$ cat config.mk
export PLATFORM = sky130hd
export DESIGN_NAME = pic_command_registers
export DESIGN_NICKNAME = d
export VERILOG_FILES = /design/src/rtl/pic_pkg.sv /design/src/rtl/pic_init_fsm.sv /design/src/rtl/pic_command_registers.sv
export SDC_FILE = /design/constraint.sdc
export NUM_CORES = 1
export LEC_CHECK = 0
export BUFFER_PORTS_ARGS = -buffer_cell sky130_fd_sc_hd__buf_2
export CORE_MARGIN = 1
export CORE_UTILIZATION = 53
export DETAILED_ROUTE_END_ITERATION = 8
export GPL_TIMING_DRIVEN = 0
export PLACE_DENSITY = 0.9
export SLEW_MARGIN = 20
export SYNTH_ARGS = -nofsm -noshare
export SYNTH_HDL_FRONTEND = slang
export SYNTH_SLANG_ARGS = --single-unit
$ cat constraint.sdc
create_clock -name clk -period 2.45 [get_ports clk]
set_input_delay 0.1225 -clock clk [delete_from_list [all_inputs] [get_ports clk]]
set_output_delay 0.1225 -clock clk [all_outputs]
set_load 0.01 [all_outputs]
$ cat src/rtl/pic_pkg.sv
// Shared encodings for the 8259A-style command-register stage:
// write-target codes, init sequencer states and OCW2 command codes.
package pic_pkg;

  localparam logic [2:0] WR_ICW1 = 3'd0;
  localparam logic [2:0] WR_ICW2 = 3'd1;
  localparam logic [2:0] WR_ICW3 = 3'd2;
  localparam logic [2:0] WR_ICW4 = 3'd3;
  localparam logic [2:0] WR_OCW1 = 3'd4;
  localparam logic [2:0] WR_OCW2 = 3'd5;
  localparam logic [2:0] WR_OCW3 = 3'd6;

  typedef enum logic [2:0] {
    ST_UNINIT,
    ST_W_ICW2,
    ST_W_ICW3,
    ST_W_ICW4,
    ST_READY
  } init_state_t;

  typedef enum logic [2:0] {
    OCW2_CLR_RAEOI  = 3'b000,
    OCW2_NS_EOI     = 3'b001,
    OCW2_NOP        = 3'b010,
    OCW2_S_EOI      = 3'b011,
    OCW2_SET_RAEOI  = 3'b100,
    OCW2_ROT_NS_EOI = 3'b101,
    OCW2_SET_PRIO   = 3'b110,
    OCW2_ROT_S_EOI  = 3'b111
  } ocw2_cmd_t;

endpackage

$ cat src/rtl/pic_init_fsm.sv
// Initialization sequencer: walks ICW1..ICW4 and issues one latch enable
// per accepted ICW; ICW1 restarts the sequence from any state.
module pic_init_fsm
  import pic_pkg::*;
(
  input  logic        clk,
  input  logic        rst,
  input  logic        commit,
  input  logic [2:0]  wr_cur,
  input  logic        sngl,
  input  logic        icw4_exp,
  output init_state_t state,
  output logic        init_done,
  output logic        ld_icw1,
  output logic        ld_icw2,
  output logic        ld_icw3,
  output logic        ld_icw4
);

  init_state_t state_nxt;

  always_ff @(posedge clk or posedge rst) begin
    if (rst) state <= ST_UNINIT;
    else     state <= state_nxt;
  end

  always_comb begin
    state_nxt = state;
    ld_icw1   = 1'b0;
    ld_icw2   = 1'b0;
    ld_icw3   = 1'b0;
    ld_icw4   = 1'b0;
    if (commit) begin
      if (wr_cur == WR_ICW1) begin
        ld_icw1   = 1'b1;
        state_nxt = ST_W_ICW2;
      end else begin
        unique case (state)
          ST_W_ICW2: if (wr_cur == WR_ICW2) begin
            ld_icw2   = 1'b1;
            state_nxt = !sngl ? ST_W_ICW3 : (icw4_exp ? ST_W_ICW4 : ST_READY);
          end
          ST_W_ICW3: if (wr_cur == WR_ICW3) begin
            ld_icw3   = 1'b1;
            state_nxt = icw4_exp ? ST_W_ICW4 : ST_READY;
          end
          ST_W_ICW4: if (wr_cur == WR_ICW4) begin
            ld_icw4   = 1'b1;
            state_nxt = ST_READY;
          end
          default: ;
        endcase
      end
    end
  end

  assign init_done = (state == ST_READY);

endmodule

$ cat src/rtl/pic_command_registers.sv
// Clocked command-register stage: commits ICW/OCW writes, emits config
// levels and one-cycle command pulses, and drives registered read-back.
module pic_command_registers
  import pic_pkg::*;
(
  input  logic       clk,
  input  logic       rst,
  input  logic       wr_flag,
  input  logic       rd_flag,
  input  logic       a0,
  input  logic [2:0] wr_cur,
  input  logic       no_icw4,
  input  logic [7:0] din,
  input  logic [7:0] irr,
  input  logic [7:0] isr,
  input  logic [7:0] poll_word,
  output logic       init_done,
  output logic [4:0] vector_base,
  output logic       ltim,
  output logic       sngl,
  output logic [7:0] cascade_cfg,
  output logic       upm,
  output logic       aeoi,
  output logic       ms,
  output logic       buf_mode,
  output logic       sfnm,
  output logic [7:0] imr,
  output logic       eoi_pulse,
  output logic       eoi_specific,
  output logic       rotate_pulse,
  output logic       set_prio_pulse,
  output logic [2:0] level,
  output logic       rotate_aeoi,
  output logic       smm,
  output logic [7:0] dout,
  output logic       dout_en
);

  logic        wr_q, rd_q, commit, rd_rise;
  logic        icw4_exp, rb_isr, poll_pending;
  logic        ld_icw1, ld_icw2, ld_icw3, ld_icw4;
  logic        ready, ocw1_wr, ocw2_wr, ocw3_wr;
  init_state_t init_state;
  ocw2_cmd_t   ocw2_cmd;

  assign commit   = wr_flag & ~wr_q;
  assign rd_rise  = rd_flag & ~rd_q;
  assign ready    = (init_state == ST_READY);
  assign ocw1_wr  = commit & ready & (wr_cur == WR_OCW1);
  assign ocw2_wr  = commit & ready & (wr_cur == WR_OCW2);
  assign ocw3_wr  = commit & ready & (wr_cur == WR_OCW3);
  assign ocw2_cmd = ocw2_cmd_t'(din[7:5]);

  pic_init_fsm u_init_fsm (
    .clk       (clk),
    .rst       (rst),
    .commit    (commit),
    .wr_cur    (wr_cur),
    .sngl      (sngl),
    .icw4_exp  (icw4_exp),
    .state     (init_state),
    .init_done (init_done),
    .ld_icw1   (ld_icw1),
    .ld_icw2   (ld_icw2),
    .ld_icw3   (ld_icw3),
    .ld_icw4   (ld_icw4)
  );

  always_ff @(posedge clk or posedge rst) begin
    if (rst) begin
      wr_q           <= 1'b0;
      rd_q           <= 1'b0;
      icw4_exp       <= 1'b0;
      rb_isr         <= 1'b0;
      poll_pending   <= 1'b0;
      vector_base    <= '0;
      ltim           <= 1'b0;
      sngl           <= 1'b0;
      cascade_cfg    <= '0;
      {sfnm, buf_mode, ms, aeoi, upm} <= '0;
      imr            <= '0;
      eoi_pulse      <= 1'b0;
      eoi_specific   <= 1'b0;
      rotate_pulse   <= 1'b0;
      set_prio_pulse <= 1'b0;
      level          <= '0;
      rotate_aeoi    <= 1'b0;
      smm            <= 1'b0;
      dout           <= '0;
      dout_en        <= 1'b0;
    end else begin
      wr_q           <= wr_flag;
      rd_q           <= rd_flag;
      eoi_pulse      <= 1'b0;
      eoi_specific   <= 1'b0;
      rotate_pulse   <= 1'b0;
      set_prio_pulse <= 1'b0;
      dout_en        <= rd_flag;

      // Read first so it samples pre-write state; a same-edge write that
      // sets or cancels a poll then overrides the read's poll clear.
      if (rd_rise) begin
        if (poll_pending) begin
          dout         <= poll_word;
          poll_pending <= 1'b0;
        end else if (a0) begin
          dout <= imr;
        end else begin
          dout <= rb_isr ? isr : irr;
        end
      end

      if (ld_icw1) begin
        ltim         <= din[3];
        sngl         <= din[1];
        icw4_exp     <= ~no_icw4;
        imr          <= '0;
        smm          <= 1'b0;
        rotate_aeoi  <= 1'b0;
        rb_isr       <= 1'b0;
        poll_pending <= 1'b0;
        if (no_icw4) {sfnm, buf_mode, ms, aeoi, upm} <= '0;
      end
      if (ld_icw2) vector_base <= din[7:3];
      if (ld_icw3) cascade_cfg <= din;
      if (ld_icw4) {sfnm, buf_mode, ms, aeoi, upm} <= din[4:0];

      if (ocw1_wr) imr <= din;

      if (ocw2_wr) begin
        level <= din[2:0];
        unique case (ocw2_cmd)
          OCW2_NS_EOI:     eoi_pulse <= 1'b1;
          OCW2_S_EOI:      {eoi_pulse, eoi_specific} <= 2'b11;
          OCW2_ROT_NS_EOI: {eoi_pulse, rotate_pulse} <= 2'b11;
          OCW2_ROT_S_EOI:  {eoi_pulse, eoi_specific, rotate_pulse} <= 3'b111;
          OCW2_SET_PRIO:   set_prio_pulse <= 1'b1;
          OCW2_SET_RAEOI:  rotate_aeoi <= 1'b1;
          OCW2_CLR_RAEOI:  rotate_aeoi <= 1'b0;
          default: ;
        endcase
      end

      if (ocw3_wr) begin
        if (din[6]) smm <= din[5];
        if (din[1]) rb_isr <= din[0];
        if (din[2]) poll_pending <= 1'b1;
      end
    end
  end

endmodule

==> metrics, run 1 <==
worst rel slew slack=0.5195; port bufs=85; Async SR Flop Fraction=1.000; # diodes=0; largest area contributor in the netlist=dfrtp_1; post-synthesis sequential area ratio=0.5544; Worst Skew=0.007557 ns; Die ar.=0.004787 sq mm; Clock transition at path regs=0.09 ns; CP Capture Type=flop; Leak=1.580 nW; Psw=0.6548 mW; Post-CTS Setup Inserts=0; switch share=0.2920; Crit. Startpoint=wr_flag; Synth top area share=0.5544; Via density=5.687; worst reg2reg path startpoint=u_init_fsm.state[0]$_DFFE_PP0P_; routed len/inst=15.62 um; Gate Count Post-Synth=209; post-synth cell types=37; Max Root-Sink Buffers=2; CTS Sinks=53; Post-synth top cells=dfrtp_1, nand2_1, mux2i_1; Die Wd=69.19 um; post-place setup slack=0.5949 ns; vias in the first global route=1932; chip height=69.19 um; combinational power share=0.244; top-count cell post-synth=dfrtp_1; status=finished clean; Pre-antenna DRT Iters=5; # resized after CTS=0; Post-DP Area=0.002903 sq mm; Critical Path Sink=sngl$_DFFE_PP0P_; worst-margin pin slew=0.7192 ns; CTS Hold Bufs=3; Critical Path AT=2.09 ns; total wire length=5593 um; via count=2036; top cells by area, synth=dfrtp_1, mux2i_1, mux2_2; worst min path class=in -> reg; gr usage total=0.2518; Starting Density=0.5494; cell area after layout=0.003045 sq mm; Required @ worst endpoint=2.65 ns; nature of the critical path startpoint=input port; DR iter-0 viols=170; H-tree depth=2; Pint=1.587 mW; first-pass GRT wire length=9446 um; Worst-Skew Late Latency=0.31 ns; Hold Slack=0.03779 ns; Sequential Power Share=0.489; Slew Limit Fails=0; Fin. Hold Viols=0; PnR worst setup slack=0.5535 ns; # setup viols final=0; FF-to-FF End=rotate_aeoi$_DFF_PP0_; final period utilization=0.7741; Cell Pwr Density=736.2 mW/mm^2; maxcap violations=0; initial antenna violation count=0; DRC Markers=0; number of synthesized flops with an enable pin=0; Core Box Area=0.004354 sq mm; FF+latch count, synth=53; share of layout cells above drive strength 1=0.3856; mapped cell area=0.002392 sq mm; placement row count=24; grt ovf=0; CTS root buf=clkbuf_8; slack of the worst reg-to-reg path=0.56 ns; post-synth net total=250; RSZ-0062 raised after global routing=false; Placer Congestion=0.7802; overall power=2.242 mW; Max VDD drop=0.4743 mV; Clk pwr share=0.267; Num CTS Buffers=5; Max Fclk=0.5273 GHz; TNS Setup=0 ns; fin nets=346; pin count of the biggest net entering global routing=31; Final HPWL DP=4268 um; Max Fanout on Critical Path=8; crit path kind=in -> reg; CTS tree=built; Main synth FF type=dfrtp_1; Synth Warn #=0; minimum clock period=1.896 ns; Avg Inst Size Synth=11.45 sq um; FF-to-FF path depth=5; Routed Antenna Nets=0; Ports=88; Area Growth Syn to Fin=27.30%
## flip-flops by register name (all words and copies together) (netlist names), 3 cells and up
name,count
dout,8
vector_base,5
cascade_cfg,8
level,3
imr,8
u_init_fsm.state,3
## logic make-up after synthesis
| group | after synthesis | share of synthesized area |
|---|---|---|
| AO/OA/AOI/OAI | 47 | 0.1287 |
| multiplexers | 33 | 0.1506 |
| flip-flops | 53 | 0.5544 |
| buffers and inverters | 16 | 0.03033 |
| XOR/XNOR | 1 | 0.003662 |
| AND/OR/NAND/NOR | 59 | 0.1323 |
## power by group through the flow
stage	Combinational, mW	Clock, mW	Sequential [mW]
2_1_floorplan	0.265	0	1.16
3_3_place_gp	0.521	0	1.11
3_5_place_dp	0.547	0	1.11
4_1_cts	0.552	0.607	1.10
5_1_grt	0.600	0.646	1.12
6_report	0.547	0.598	1.10
## layout make-up
type                       count  area, sq um
sequential                    53         1326
fill                         317         1309
multi-input combinational    140        993.5
timing repair buffer          89        475.5
clock buffer                   5        68.82
tap                           52        65.06
buffer                        11        53.80
clock inverter                 3        43.79
inverter                       5        18.77
## worst max-delay path, cell delays in order
cell	delay (ns)
dlygate4sd3_1	0.52
buf_2	0.11
nor3b_1	0.60
nand2_1	0.38
mux2_2	0.36
## worst min-delay path by stage
| stage | start | to | slack (ns) | cells past startpoint |
|---|---|---|---|---|
| floorplan | rd_flag | rd_q$_DFF_PP0_ | 0.15 | 0 |
| global placement | rd_flag | rd_q$_DFF_PP0_ | 0.24 | 1 |
| detailed placement | rst | vector_base[3]$_DFFE_PP0P_ | 0.19 | 2 |
| CTS | no_icw4 | icw4_exp$_DFFE_PP0P_ | 0.03 | 2 |
| global route | din[5] | set_prio_pulse$_DFF_PP0_ | 0.04 | 2 |
| finish | no_icw4 | icw4_exp$_DFFE_PP0P_ | 0.04 | 2 |
## cells in the final DEF, fill, tap and decap left out, types with 3 or more instances in the layout
master | Yosys | routed
o21ai_0 | 13 | 13
mux2_2 | 12 | 12
dlygate4sd3_1 | 0 | 3
nor2b_1 | 5 | 5
nand3_1 | 5 | 5
nor3_1 | 3 | 3
dfrtp_1 | 53 | 53
nor2_1 | 11 | 11
clkbuf_8 | 0 | 5
clkbuf_1 | 6 | 6
buf_2 | 4 | 89
nand2_1 | 21 | 21
a21oi_1 | 11 | 11
mux2_4 | 3 | 3
a22o_1 | 13 | 13
mux2i_1 | 18 | 18
inv_1 | 5 | 4
## per-layer routing
metal | wire [um] | GRT usage
met1 | 2271 | 0.3264
met2 | 2730 | 0.4024
met3 | 407 | 0.05233
met4 | 184 | 0.1270
met5 | 0 | 0
## stage by stage
stage | std cells | util
6_report | 358 | 0.6994
5_1_grt | 358 | 0.6994
4_1_cts | 358 | 0.6994
3_5_place_dp | 347 | 0.6667
3_3_place_gp | 346 | 0.6621
2_1_floorplan | 209 | -
Note: power is estimated with default switching activity, not from simulation.
==> inputs of run 2 (changes only) <==
--- a/config.mk
+++ b/config.mk
@@ -7,10 +7,10 @@
 export LEC_CHECK = 0
 export BUFFER_PORTS_ARGS = -buffer_cell sky130_fd_sc_hd__buf_2
 export CORE_MARGIN = 1
-export CORE_UTILIZATION = 53
+export CORE_UTILIZATION = 49
 export DETAILED_ROUTE_END_ITERATION = 8
 export GPL_TIMING_DRIVEN = 0
-export PLACE_DENSITY = 0.9
+export PLACE_DENSITY = 0.84
 export SLEW_MARGIN = 20
 export SYNTH_ARGS = -nofsm -noshare
 export SYNTH_HDL_FRONTEND = slang
==> constraint.sdc (replaced) <==
create_clock -name clk -period 1.8 [get_ports clk]
set_input_delay 0.09 -clock clk [delete_from_list [all_inputs] [get_ports clk]]
set_output_delay 0.09 -clock clk [all_outputs]
set_load 0.01 [all_outputs]
==> metrics, run 2 (same netlist as run 1, synthesis figures left out) <==
status=finished clean; minimum clock period=1.746 ns; grt ovf=0 (unchanged); Max Fanout on Critical Path=7 (-1); Die ar.=0.005165 sq mm (+7.9%); Ports=88 (unchanged); area of the multi-input gates=0.001010 sq mm (+1.6%); worst min path class=in -> reg; overall power=2.927 mW (+31%); slack of the worst reg-to-reg path=0.05 ns (-0.51 ns); CTS root buf=clkbuf_8; Routed Antenna Nets=0 (unchanged); Reg area=0.001326 sq mm (unchanged); via count=1997 (-1.9%); Leak=1.581 nW (about the same); Max Fclk=0.5727 GHz; vias in the first global route=1726 (-11%); Placer Congestion=0.7506 (-3.8%); FF-to-FF path depth=4 (-1); Slew Limit Fails=0 (unchanged); Core Box Area=0.004723 sq mm (+8.5%); Worst-Skew Late Latency=0.30 ns (about the same); pin count of the biggest net entering global routing=35 (+13%); CP Capture Type=flop; Final HPWL DP=4005 um (-6.2%); worst rel slew slack=0.5760 (+0.05649); first-pass GRT wire length=8549 um (-9.5%); DRC Markers=0 (unchanged); chip height=71.87 um (+3.9%); # setup viols final=0 (unchanged); fin nets=347 (+0.29%); port bufs=85 (unchanged); Die Wd=71.87 um (+3.9%); total wire length=5439 um (-2.8%); Required @ worst endpoint=1.99 ns (-0.66 ns); Num CTS Buffers=5 (unchanged); final period utilization=0.9700; # diodes=0 (unchanged); Critical Path Sink=vector_base[1]$_DFFE_PP0P_; Pre-antenna DRT Iters=4 (-1); Post-DP Area=0.002922 sq mm (+0.65%); worst reg2reg path startpoint=wr_q$_DFF_PP0_; Hold Slack=0.007273 ns (-0.03052 ns); Worst Skew=0.003798 ns (-0.003759 ns); TNS Setup=0 ns (unchanged); placed cell count=362 (+4.3%); worst-margin pin slew=0.6361 ns (-0.08318 ns); CTS Sinks=53 (unchanged); Cell Pwr Density=952.2 mW/mm^2 (+29%); Fin. Hold Viols=0 (unchanged); post-place setup slack=-0.1344 ns (-0.7293 ns); FF-to-FF End=vector_base[1]$_DFFE_PP0P_; cell area after layout=0.003074 sq mm (+0.95%); DR iter-0 viols=124 (-27%); maxcap violations=0 (unchanged); Area Growth Syn to Fin=28.50%; Critical Path AT=1.94 ns (-0.15 ns); Core Util, Final=0.6509 (-0.04856); share of layout cells above drive strength 1=0.4007 (+0.01503); PnR worst setup slack=0.05397 ns (-0.4996 ns); H-tree depth=2 (unchanged); Max Root-Sink Buffers=2 (unchanged); Via density=5.340 (-6.1%); Fill cells=384 (+21%); CTS tree=built; Clock transition at path regs=0.09 ns (about the same); routed len/inst=14.54 um (-6.9%); crit path kind=reg -> reg; most common cell after layout, fill and taps aside=buf_2; Starting Density=0.5065 (-0.04294); final non-filler cell total=374 (+4.5%); placement row count=25 (+4.2%); most frequent cells in the layout=buf_2, dfrtp_1, nand2_1; leading registers by flop count=cascade_cfg x8, dout x8, imr x8; nature of the critical path startpoint=flop; initial antenna violation count=0 (unchanged); Crit. Startpoint=wr_q$_DFF_PP0_; gr usage total=0.2165 (-0.03537); Max VDD drop=0.9165 mV (+93%)
[run 2: worst min path at each step]
| stage | from | to | slack, ns | cells past startpoint |
|---|---|---|---|---|
| 2_1_floorplan | rd_flag | rd_q$_DFF_PP0_ | 0.12 | 0 |
| 3_3_place_gp | rd_flag | rd_q$_DFF_PP0_ | 0.21 | 1 |
| 3_5_place_dp | rst | eoi_specific$_DFF_PP0_ | 0.13 | 2 |
| 4_1_cts | no_icw4 | icw4_exp$_DFFE_PP0P_ | 0.003 | 2 |
| 5_1_grt | no_icw4 | icw4_exp$_DFFE_PP0P_ | 0.03 | 2 |
| 6_report | no_icw4 | icw4_exp$_DFFE_PP0P_ | 0.007 | 2 |
[run 2: power by group]
part | total (mW) | internal (mW) | leakage (nW) | switching (mW)
sequential | 1.49 | 1.38 | 0.693 | 0.112
combinational | 0.739 | 0.362 | 0.836 | 0.377
clock | 0.693 | 0.312 | 0.0512 | 0.381
total | 2.93 | 2.06 | 1.58 | 0.871
[run 2: final cells by class]
cell class | count | area share
Sequential cell | 53 | 0.4314
Multi-Input combinational cell | 140 | 0.3284
Timing Repair Buffer | 90 | 0.1579
Tap cell | 67 | 0.02727
Clock buffer | 6 | 0.02686
Buffer | 11 | 0.01750
Inverter | 5 | 0.006105
Clock inverter | 2 | 0.004477
[run 2: per-layer routing]
metal	vias up	global-route usage	routed length, um
met5	-	0	0
met4	0	0.06536	59
met3	6	0.04079	315
met2	81	0.3438	2600
met1	967	0.3044	2463
li1	943	-	-
[run 2: critical path, cell delays in order, from the launching register on]
cell	delay (ns)
dfrtp_1	0.41
or3b_4	0.41
or3_4	0.38
buf_6	0.15
mux2_4	0.29
[run 2: repair_timing]
| action | in CTS | in global routing |
|---|---|---|
| buffers inserted | 2 | 0 |
| cloned | 0 | 0 |
| gates resized for setup | 2 | 2 |
| hold buffers | 3 | 0 |
| pin swaps | 1 | 0 |
| hold endpoints to repair | 21 | 0 |
| setup endpoints to repair | 3 | 11 |
